==> config.mk <==
export PLATFORM = sky130hd
export DESIGN_NAME = serial_adder
export DESIGN_NICKNAME = d
export VERILOG_FILES = /design/src/rtl/serial_adder_pkg.sv /design/src/rtl/serial_adder_full_adder.sv /design/src/rtl/serial_adder.sv
export SDC_FILE = /design/constraint.sdc
export NUM_CORES = 1
export LEC_CHECK = 0
export ABC_AREA = 1
export BUFFER_PORTS_ARGS = -buffer_cell sky130_fd_sc_hd__buf_4
export CAP_MARGIN = 10
export CORE_ASPECT_RATIO = 1.1
export CORE_MARGIN = 4
export CORE_UTILIZATION = 53
export DETAILED_ROUTE_END_ITERATION = 10
export GPL_TIMING_DRIVEN = 1
export PLACE_DENSITY = 0.78
export SYNTH_ARGS = -nofsm -noshare
export SYNTH_HDL_FRONTEND = slang
export SYNTH_HIERARCHICAL = 1
export SYNTH_SLANG_ARGS = --single-unit
==> constraint.sdc <==
create_clock -name clk -period 1.47 [get_ports clk]
set_input_delay 0.294 -clock clk [delete_from_list [all_inputs] [get_ports clk]]
set_output_delay 0.294 -clock clk [all_outputs]
set_load 0.05 [all_outputs]
==> src/rtl/serial_adder_pkg.sv <==
// Shared types and limits for the bit-serial adder.
package serial_adder_pkg;

    typedef enum logic [1:0] {IDLE, RUN, DONE} sa_state_t;

    localparam int SA_MIN_WIDTH = 2;

endpackage

==> src/rtl/serial_adder_full_adder.sv <==
// One-bit full adder assembled from two cascaded half-adder stages.
module full_adder_cell (
    input  logic a,
    input  logic b,
    input  logic ci,
    output logic s,
    output logic co
);

    logic p;
    logic g;

    assign p  = a ^ b;
    assign g  = a & b;
    assign s  = p ^ ci;
    assign co = g | (ci & p);

endmodule

==> src/rtl/serial_adder.sv <==
// Bit-serial adder: one full-adder cell plus a carry flip-flop, LSB first,
// with valid/ready handshakes on both the operand and the result side.
module serial_adder
    import serial_adder_pkg::*;
#(
    parameter int WIDTH  = 8,
    parameter bit SIGNED = 1'b0
) (
    input  logic             clk,
    input  logic             rst,
    input  logic             in_valid,
    output logic             in_ready,
    input  logic [WIDTH-1:0] a,
    input  logic [WIDTH-1:0] b,
    input  logic             cin,
    output logic             out_valid,
    input  logic             out_ready,
    output logic [WIDTH-1:0] sum,
    output logic             cout,
    output logic             ovf
);

    localparam int CW = $clog2(WIDTH);

    if (WIDTH < SA_MIN_WIDTH) begin : g_width_check
        $error("serial_adder: WIDTH must be at least %0d", SA_MIN_WIDTH);
    end

    sa_state_t         state;
    sa_state_t         state_n;
    logic [CW-1:0]     count;
    logic [WIDTH-1:0]  a_sh;
    logic [WIDTH-1:0]  b_sh;
    logic              carry;
    logic              fa_s;
    logic              fa_c;
    logic              last;

    full_adder_cell u_fa (
        .a  (a_sh[0]),
        .b  (b_sh[0]),
        .ci (carry),
        .s  (fa_s),
        .co (fa_c)
    );

    assign last      = (count == CW'(WIDTH - 1));
    assign in_ready  = (state == IDLE) && !rst;
    assign out_valid = (state == DONE);

    always_ff @(posedge clk) begin
        if (rst) begin
            state <= IDLE;
        end else begin
            state <= state_n;
        end
    end

    always_comb begin
        state_n = state;
        case (state)
            IDLE:    if (in_valid) state_n = RUN;
            RUN:     if (last) state_n = DONE;
            DONE:    if (out_ready) state_n = IDLE;
            default: state_n = IDLE;
        endcase
    end

    // Sum fills from the MSB end, so after WIDTH shifts bit 0 holds the first result bit.
    always_ff @(posedge clk) begin
        if (rst) begin
            sum   <= '0;
            cout  <= 1'b0;
            ovf   <= 1'b0;
            count <= '0;
            carry <= 1'b0;
            a_sh  <= '0;
            b_sh  <= '0;
        end else begin
            case (state)
                IDLE: begin
                    if (in_valid) begin
                        a_sh  <= a;
                        b_sh  <= b;
                        carry <= cin;
                        count <= '0;
                    end
                end
                RUN: begin
                    a_sh  <= a_sh >> 1;
                    b_sh  <= b_sh >> 1;
                    sum   <= {fa_s, sum[WIDTH-1:1]};
                    carry <= fa_c;
                    count <= count + CW'(1);
                    if (last) begin
                        cout <= fa_c;
                        // carry here is still the carry into the MSB
                        ovf  <= SIGNED ? (carry ^ fa_c) : 1'b0;
                    end
                end
                default: ;
            endcase
        end
    end

endmodule
After elaboration in Yosys (flattened, before gate mapping)
Index checks and enable logic that the tools add are counted.
Widths: inputs -> output; s select.
Word-level totals
  logic and storage cells: 38
  output and inout port bits: 12
  bits in registers: 31
  bits of input ports: 21
Cells by class
  reduce and logical (&&, ||, !) cells: 7
  mux-type cells: 12
  eq/ne operators: 6
  $add $sub $neg: 1
  bitwise logic cells: 5
Operators with widths (number)
  $pmux 8 s2: 2
  $mux 8: 2
  $mux 2: 3
  $pmux 2 s3: 1
  $pmux 3 s2: 1
  $ne 2x2->1 const B: 2
  $reduce_and 2->1: 2
  $add 3x1->3 const B: 1
  $eq 3x3->1 const B: 1
  $mux 3: 1
  $reduce_and 3->1: 1
  $and 1x1->1: 2
  $eq 2x1->1 const B: 1
  $eq 2x2->1 const B: 1
  $logic_not 2->1: 1
  $ne 2x1->1 const B: 1
  $pmux 1 s2: 1
  $reduce_bool 2->1: 1
  $xor 1x1->1: 2
  $logic_and 1x1->1: 1
  $logic_not 1->1: 1
  $mux 1: 1
  $or 1x1->1: 1

Longest topological paths before layout
Gate-level depths: netlist of run 1.
  word-level depth: 4
  depth in mapped cells: 6
  gate-level depth less buffers: 5

By module
The synthesis of run 1 kept the hierarchy.
Modules (own cells, without submodules)
  serial_adder: area an instance 1470.2 sq um, instances 1, seq. area each 620.6 sq um, cells an instance 228
  full_adder_cell: area an instance 20.0 sq um, instances 1, seq. area each 0.0 sq um, cells an instance 1

Worst setup path before layout of run 1
No wires, ideal clock.
  kind: reg2out
  start: reg state[0]
  end: out in_ready
  data arrival time: 1746 ps
  path buffers: 2
  cell stages (with the launch flop): 4
  path slack: -570 ps
  data required time: 1176 ps
  cells stage by stage: dfxtp_1 -> buf_4 -> buf_2 -> nor3_1
Between the ends
  longest elaborated chain between the ends: 2
RTL lines
  start, declared: RTL line serial_adder.sv:29  | sa_state_t state;
  start signal, assigned: RTL line serial_adder.sv:55  | state <= state_n;
  $logic_not 2->1: RTL line serial_adder.sv:48  | assign in_ready = (state == IDLE) && !rst;
  $logic_and 1x1->1: RTL line serial_adder.sv:48
  end, declared: RTL line serial_adder.sv:12  | output logic in_ready,
No other way between the ends.

Final worst setup path of run 1
  start: reg state[0]
  end: out out_valid
Between the ends
  longest elaborated chain between the ends: 1
RTL lines
  $eq 2x2->1: RTL line serial_adder.sv:49  | assign out_valid = (state == DONE);
  end, declared: RTL line serial_adder.sv:16  | output logic out_valid,
No other way between the ends.

==> results.tsv, run 1 <==
stage	metric	value	unit
yosys	number of synthesized flops with an enable pin	0	
pwr	power per cell area	1120	mW/mm^2
cells_and_area	layout cells sized above 1	0.210	
cells_and_area	nets@finish	285	
die	Initial Util	0.575	
run	max-cap check violation count	0	
critical_path	largest fanout on the critical path	5	
placement	IO buf count	31	
clocking	H-tree levels	2	
critical_path	CP endpoint kind	output port	
sta	setup TNS	0	ps
grt	first-pass GRT wire length	5.07	mm
grt	largest net degree at the start of global routing	25	
sta	highest clock rate	712	MHz
die	Core Area	0.00259	sq mm
die	die width	58.6	microns
sta	unrepaired setup endpoints after global routing	false	
die	row cnt	19	
drt	iteration count of the initial detailed-routing pass	4	
yosys	top cell type's share of synthesized area	0.416	
cells_and_area	area grow syn2layout	24.9	%
grt	initial antenna violation count	0	
pwr	internal power	1.48	mW
sta	Final min period	1400	ps
critical_path	crit path DAT	1110	ps
yosys	most frequent cell after synthesis	nand2_1	
die	die area	0.00372	sq mm
yosys	biggest area consumer among synthesized cells	dfxtp_1	
critical_path	worst r2r src	state[1]$_SDFFE_PP0P_	
yosys	sequential area share after synthesis	0.416	
die	io pins	33	
sta	Final setup viols	0	
clocking	worst skew pair latency	330	ps
pwr	combinational power share	0.216	
placement	dpl hpwl	1.94	mm
yosys	post-synthesis cell type count	19	
sta	Final WS setup	65.6	ps
min_path	hold_sp	rst	
cells_and_area	# fillers	237	
clocking	cts bufs inserted	5	
yosys	Synth Register Bits	31	
yosys	commonest cells in the netlist	nand2_1 (70), inv_1 (36), nor2_1 (35)	
drt	Detailed Route WL	2.81	mm
yosys	Post-synth top flop	dfxtp_1	
cells_and_area	diodes inserted	0	
sta	final hold vios	0	
grt	total gr overflow	0	
grt	Global Route Usage Sum	0.171	
die	Die H	63.6	microns
pwr	Net Sw Frac	0.288	
yosys	Cells after Synth	229	
cells_and_area	final cell count without fillers	293	
drt	DR vias	1336	
placement	Place WS	160	ps
clocking	Bufs on Longest Clock Path	2	
pwr	P_leak	0.958	nW
yosys	synth top area cells	dfxtp_1 (42%), nand2_1 (18%), inv_1 (9.1%)	
yosys	Post-Syn Area	0.00149	sq mm
pwr	Max VDD drop	0.000927	V
clocking	CTS Hold Bufs	0	
drt	DRT antenna net count	0	
pwr	Pwr Total	2.08	mW
pwr	clock share of power	0.333	
yosys	Async S/R FF share, synth	0	
critical_path	CP startpoint kind	register	
drt	1st-iter DRT viols	42	
sta	Clock Skew	6.21	ps
yosys	Avg Inst Size Synth	6.51	sq um
clocking	CTS tree	built	
critical_path	critical path class	reg -> out	
pwr	sequential share of power	0.451	
clocking	Root Buffer	clkbuf_4	
grt	vias in the first global route	1219	
clocking	Clock Pin Slew Worst Setup and Hold Paths	100	ps
outcome	outcome	completed	
placement	Cells after DPL	284	
placement	GP Congestion	0.737	
sta	hold_ws	192	ps
yosys	Syn. warnings	6	
min_path	Hold Path Class	in -> reg	
drt	DRC Markers	0	
critical_path	CP required	1180	ps
drt	vias per inst	4.56	
drt	Routed wire per std cell	9.60	microns
critical_path	Worst Setup SP	state[0]$_SDFFE_PP0P_	
sta	final slew viol count	0	
clocking	total clock sinks	31	
sta	crit share post-route	0.955	
yosys	nets in the synthesized netlist	253	
pwr	Switch Pwr	0.599	mW
==> registers in the layout, summed over array words and instances, names as in the netlist <==
register	count
cout	1
a_sh	8
carry	1
b_sh	8
state	2
sum	8
count	3
==> cells in the final DEF, fill, tap and decap left out, types with 2 or more instances in the layout <==
| cell type | n |
|---|---|
| a21oi_1 | 22 |
| buf_4 | 34 |
| buf_6 | 2 |
| clkbuf_4 | 5 |
| dfxtp_1 | 29 |
| ha_1 | 2 |
| inv_1 | 36 |
| inv_2 | 2 |
| nand2_1 | 70 |
| nand3_1 | 3 |
| nor2_1 | 34 |
| nor2_4 | 2 |
| o21ai_0 | 9 |
==> worst max-delay path: stages (launching register included) <==
cell	delay (ps)
dfxtp_2	340
buf_4	160
nor2_4	120
buf_6	170
==> final timing paths <==
kind	endpoint	slack (ps)	cells after the start
setup / recovery	out_valid	70	3
hold / removal	state[1]$_SDFFE_PP0P_	190	2
setup reg to reg	state[0]$_SDFFE_PP0P_	180	4
hold reg to reg	a_sh[7]$_SDFFE_PP0P_	470	2
==> per-stage QoR <==
stage / instance area, sq um / util
after floorplan: 1500 / -
after global placement: 1750 / 0.675
after detailed placement: 1750 / 0.675
after CTS: 1850 / 0.714
after global routing: 1860 / 0.718
final: 1860 / 0.718
==> power by group through the flow <==
stage / clock (mW) / combinational, mW / sequential [mW]
detailed placement: 0 / 0.443 / 0.963
floorplan: 0 / 0.265 / 1.02
global route: 0.751 / 0.514 / 0.947
CTS: 0.711 / 0.452 / 0.943
global placement: 0 / 0.439 / 0.962
finish: 0.693 / 0.450 / 0.940
==> cell type report <==
type                            instances  area (sq um)  share of cell area
Clock buffer                            6          51.3              0.0276
Clock inverter                          2          35.0              0.0188
Inverter                               38           143              0.0767
Multi-Input combinational cell        148           669               0.360
Sequential cell                        31           626               0.336
Tap cell                               31          38.8              0.0208
Timing Repair Buffer                   37           298               0.160
==> kinds of logic (layout without fill, tap and decap cells) <==
| kind of cell | count (synthesis) | after routing | synth area share |
|---|---|---|---|
| AOI/OAI and AO/OA | 32 | 32 | 0.110 |
| adders and majority gates | 3 | 3 | 0.0302 |
| buffers and inverters | 50 | 83 | 0.147 |
| DFF | 31 | 31 | 0.416 |
| other | 1 | 1 | 0.00252 |
| and+or+nand+nor | 112 | 112 | 0.294 |
==> routing by layer <==
layer  vias to the layer above  part of all wire  track usage  routed length (microns)
met2                        30              0.45        0.264                     1270
met5                         -                 0            0                        0
met3                         5             0.059       0.0571                      167
met4                         0             0.014       0.0609                       40
met1                       559              0.48        0.218                     1340
li1                        742                 -            -                        -
==> repair_timing <==
item	CTS	global route
gates resized for setup	3	3
pin swaps	1	0
buffers inserted	1	0
endpoints found under the setup margin	2	1
Power figures use the tool's default switching activity.
==> run 2, diff against run 1 <==
--- a/config.mk
+++ b/config.mk
@@ -10,10 +10,10 @@
 export CAP_MARGIN = 10
 export CORE_ASPECT_RATIO = 1.1
 export CORE_MARGIN = 4
-export CORE_UTILIZATION = 53
+export CORE_UTILIZATION = 51
 export DETAILED_ROUTE_END_ITERATION = 10
 export GPL_TIMING_DRIVEN = 1
-export PLACE_DENSITY = 0.78
+export PLACE_DENSITY = 0.76
 export SYNTH_ARGS = -nofsm -noshare
 export SYNTH_HDL_FRONTEND = slang
 export SYNTH_HIERARCHICAL = 1
==> run 2 against run 1 <==
  * Cell area is 1.8% lower
  * Via count grew 1.6%
  * Worst hold slack worse by 13 ps
==> results.tsv, run 2 (same netlist as run 1, synthesis figures left out) <==
stage	metric	value	unit
outcome	outcome	completed	
clocking	Root Buffer	clkbuf_4	
grt	GR Util met2	0.239	
die	row cnt	20	
clocking	Clock Pin Slew Worst Setup and Hold Paths	100	ps
min_path	Hold Path Class	in -> reg	
cells_and_area	largest registers	a_sh: 8 flops, b_sh: 8 flops, sum: 8 flops	
die	die width	59.5	microns
drt	1st-iter DRT viols	39	
critical_path	largest fanout on the critical path	5	
grt	met1 GRT Util	0.215	
cells_and_area	Final Cell Area	0.00183	sq mm
clocking	CTS tree	built	
grt	M3 GR Usage	0.0438	
clocking	H-tree levels	2	
sta	crit share post-route	0.971	
cells_and_area	diodes inserted	0	
drt	DRC Markers	0	
run	max-cap check violation count	0	
cells_and_area	nets@finish	286	
die	Core Area	0.00278	sq mm
die	Die H	64.7	microns
clocking	cts bufs inserted	5	
placement	placed cell areas	0.00175	sq mm
min_path	hold_sp	rst	
critical_path	critical path class	reg -> out	
grt	global routing's busiest layer	met2	
sta	hold_ws	179	ps
grt	vias in the first global route	1160	
die	die area	0.00385	sq mm
pwr	sequential share of power	0.502	
drt	Detailed Route WL	2.77	mm
clocking	worst skew pair latency	340	ps
sta	Clock Skew	9.86	ps
sta	highest clock rate	701	MHz
grt	largest net degree at the start of global routing	25	
critical_path	crit path DAT	1130	ps
critical_path	CP startpoint kind	register	
drt	iteration count of the initial detailed-routing pass	4	
placement	IO buf count	31	
placement	Place WS	240	ps
pwr	combinational power share	0.238	
pwr	Max VDD drop	0.000891	V
drt	DR vias	1357	
critical_path	Worst Setup SP	state[0]$_SDFFE_PP0P_	
sta	setup TNS	0	ps
sta	Final WS setup	43.1	ps
grt	initial antenna violation count	0	
die	io pins	33	
grt	first-pass GRT wire length	4.90	mm
clocking	setup repair bufs after CTS	0	
cells_and_area	layout cells sized above 1	0.209	
critical_path	R2R setup slack	250	ps
placement	dpl hpwl	1.93	mm
grt	Global Route Usage Sum	0.164	
drt	DRT antenna net count	0	
sta	final slew viol count	0	
sta	unrepaired setup endpoints after global routing	true	
pwr	Net Sw Frac	0.325	
sta	final hold vios	0	
pwr	power per cell area	1030	mW/mm^2
critical_path	CP required	1180	ps
pwr	clock share of power	0.260	
critical_path	worst r2r src	count[0]$_SDFFE_PP0P_	
sta	Final setup viols	0	
cells_and_area	Post-Route Utilization	0.658	
drt	Routed wire per std cell	9.35	microns
die	Initial Util	0.536	
placement	GP Congestion	0.749	
pwr	internal power	1.27	mW
sta	Final min period	1430	ps
cells_and_area	# fillers	266	
clocking	total clock sinks	31	
critical_path	end of the worst register-to-register path	state[0]$_SDFFE_PP0P_	
cells_and_area	most frequent cells in the layout	nand2_1 (70), inv_1 (36), buf_4 (35), nor2_1 (34), dfxtp_1 (29)	
critical_path	CP endpoint kind	output port	
critical_path	Reg2Reg Depth	4	
pwr	Switch Pwr	0.610	mW
pwr	P_leak	0.939	nW
min_path	WHS Endpoint	state[1]$_SDFFE_PP0P_	
cells_and_area	area grow syn2layout	22.6	%
min_path	Hold Crit Depth	2	
drt	vias per inst	4.58	
cells_and_area	commonest non-fill, non-tap cell in the layout	nand2_1	
grt	total gr overflow	0	
clocking	Bufs on Longest Clock Path	2	
==> run 2: cell types whose count changed in the layout (fill, tap and decap cells not counted), sizes merged <==
| cell | before | now |
|---|---|---|
| buf | 37 | 38 |
| clkinvlp | 0 | 1 |
| bufinv | 1 | 0 |
==> run 2: worst max-delay path: stages, from the launching register on <==
cell and delay [ps]:
dfxtp_4 380, buf_6 130, nor3_4 110, buf_6 180
==> run 2: how the worst max path moves through the flow <==
stage	end	slack, ps	cells after the start
detailed placement	b_sh[0]$_SDFFE_PP0P_	240	6
global placement	in_ready	280	3
global route	in_ready	-0.7	3
CTS	in_ready	-60	3
finish	in_ready	40	3
floorplan	in_ready	40	3
==> run 2: power by group through the flow <==
stage / clock [mW] / combinational, mW / sequential (mW)
finish: 0.488 / 0.447 / 0.942
global route: 0.536 / 0.509 / 0.951
CTS: 0.502 / 0.450 / 0.945
detailed placement: 0 / 0.445 / 0.964
global placement: 0 / 0.440 / 0.962
floorplan: 0 / 0.265 / 1.02
==> run 2: metal layers <==
layer	vias to the layer above	wire, microns
met1	573	1280
met3	7	187
met5	-	0
li1	743	-
met2	34	1240
met4	0	59
==> run 2: stage by stage <==
| stage | total power [mW] | std cells |
|---|---|---|
| after floorplan | 1.29 | 229 |
| after global placement | 1.40 | 288 |
| after detailed placement | 1.41 | 288 |
| after CTS | 1.90 | 296 |
| after global routing | 2.00 | 296 |
| final | 1.88 | 296 |
==> run 2: final cells by class <==
| type | instances | area (sq um) | share of cell area |
|---|---|---|---|
| clock buffers | 6 | 41.3 | 0.0226 |
| clock inverters | 2 | 12.5 | 0.00685 |
| inverters | 38 | 143 | 0.0781 |
| multi-input cells | 148 | 664 | 0.364 |
| flip-flops and latches | 31 | 628 | 0.344 |
| well taps | 33 | 41.3 | 0.0226 |
| repair buffers | 38 | 297 | 0.162 |
==> run 2: repair_timing <==
action,in CTS,in global routing
endpoints found under the setup margin,2,2
pin swaps,0,1
gates resized for setup,3,4
hold buffers,0,0
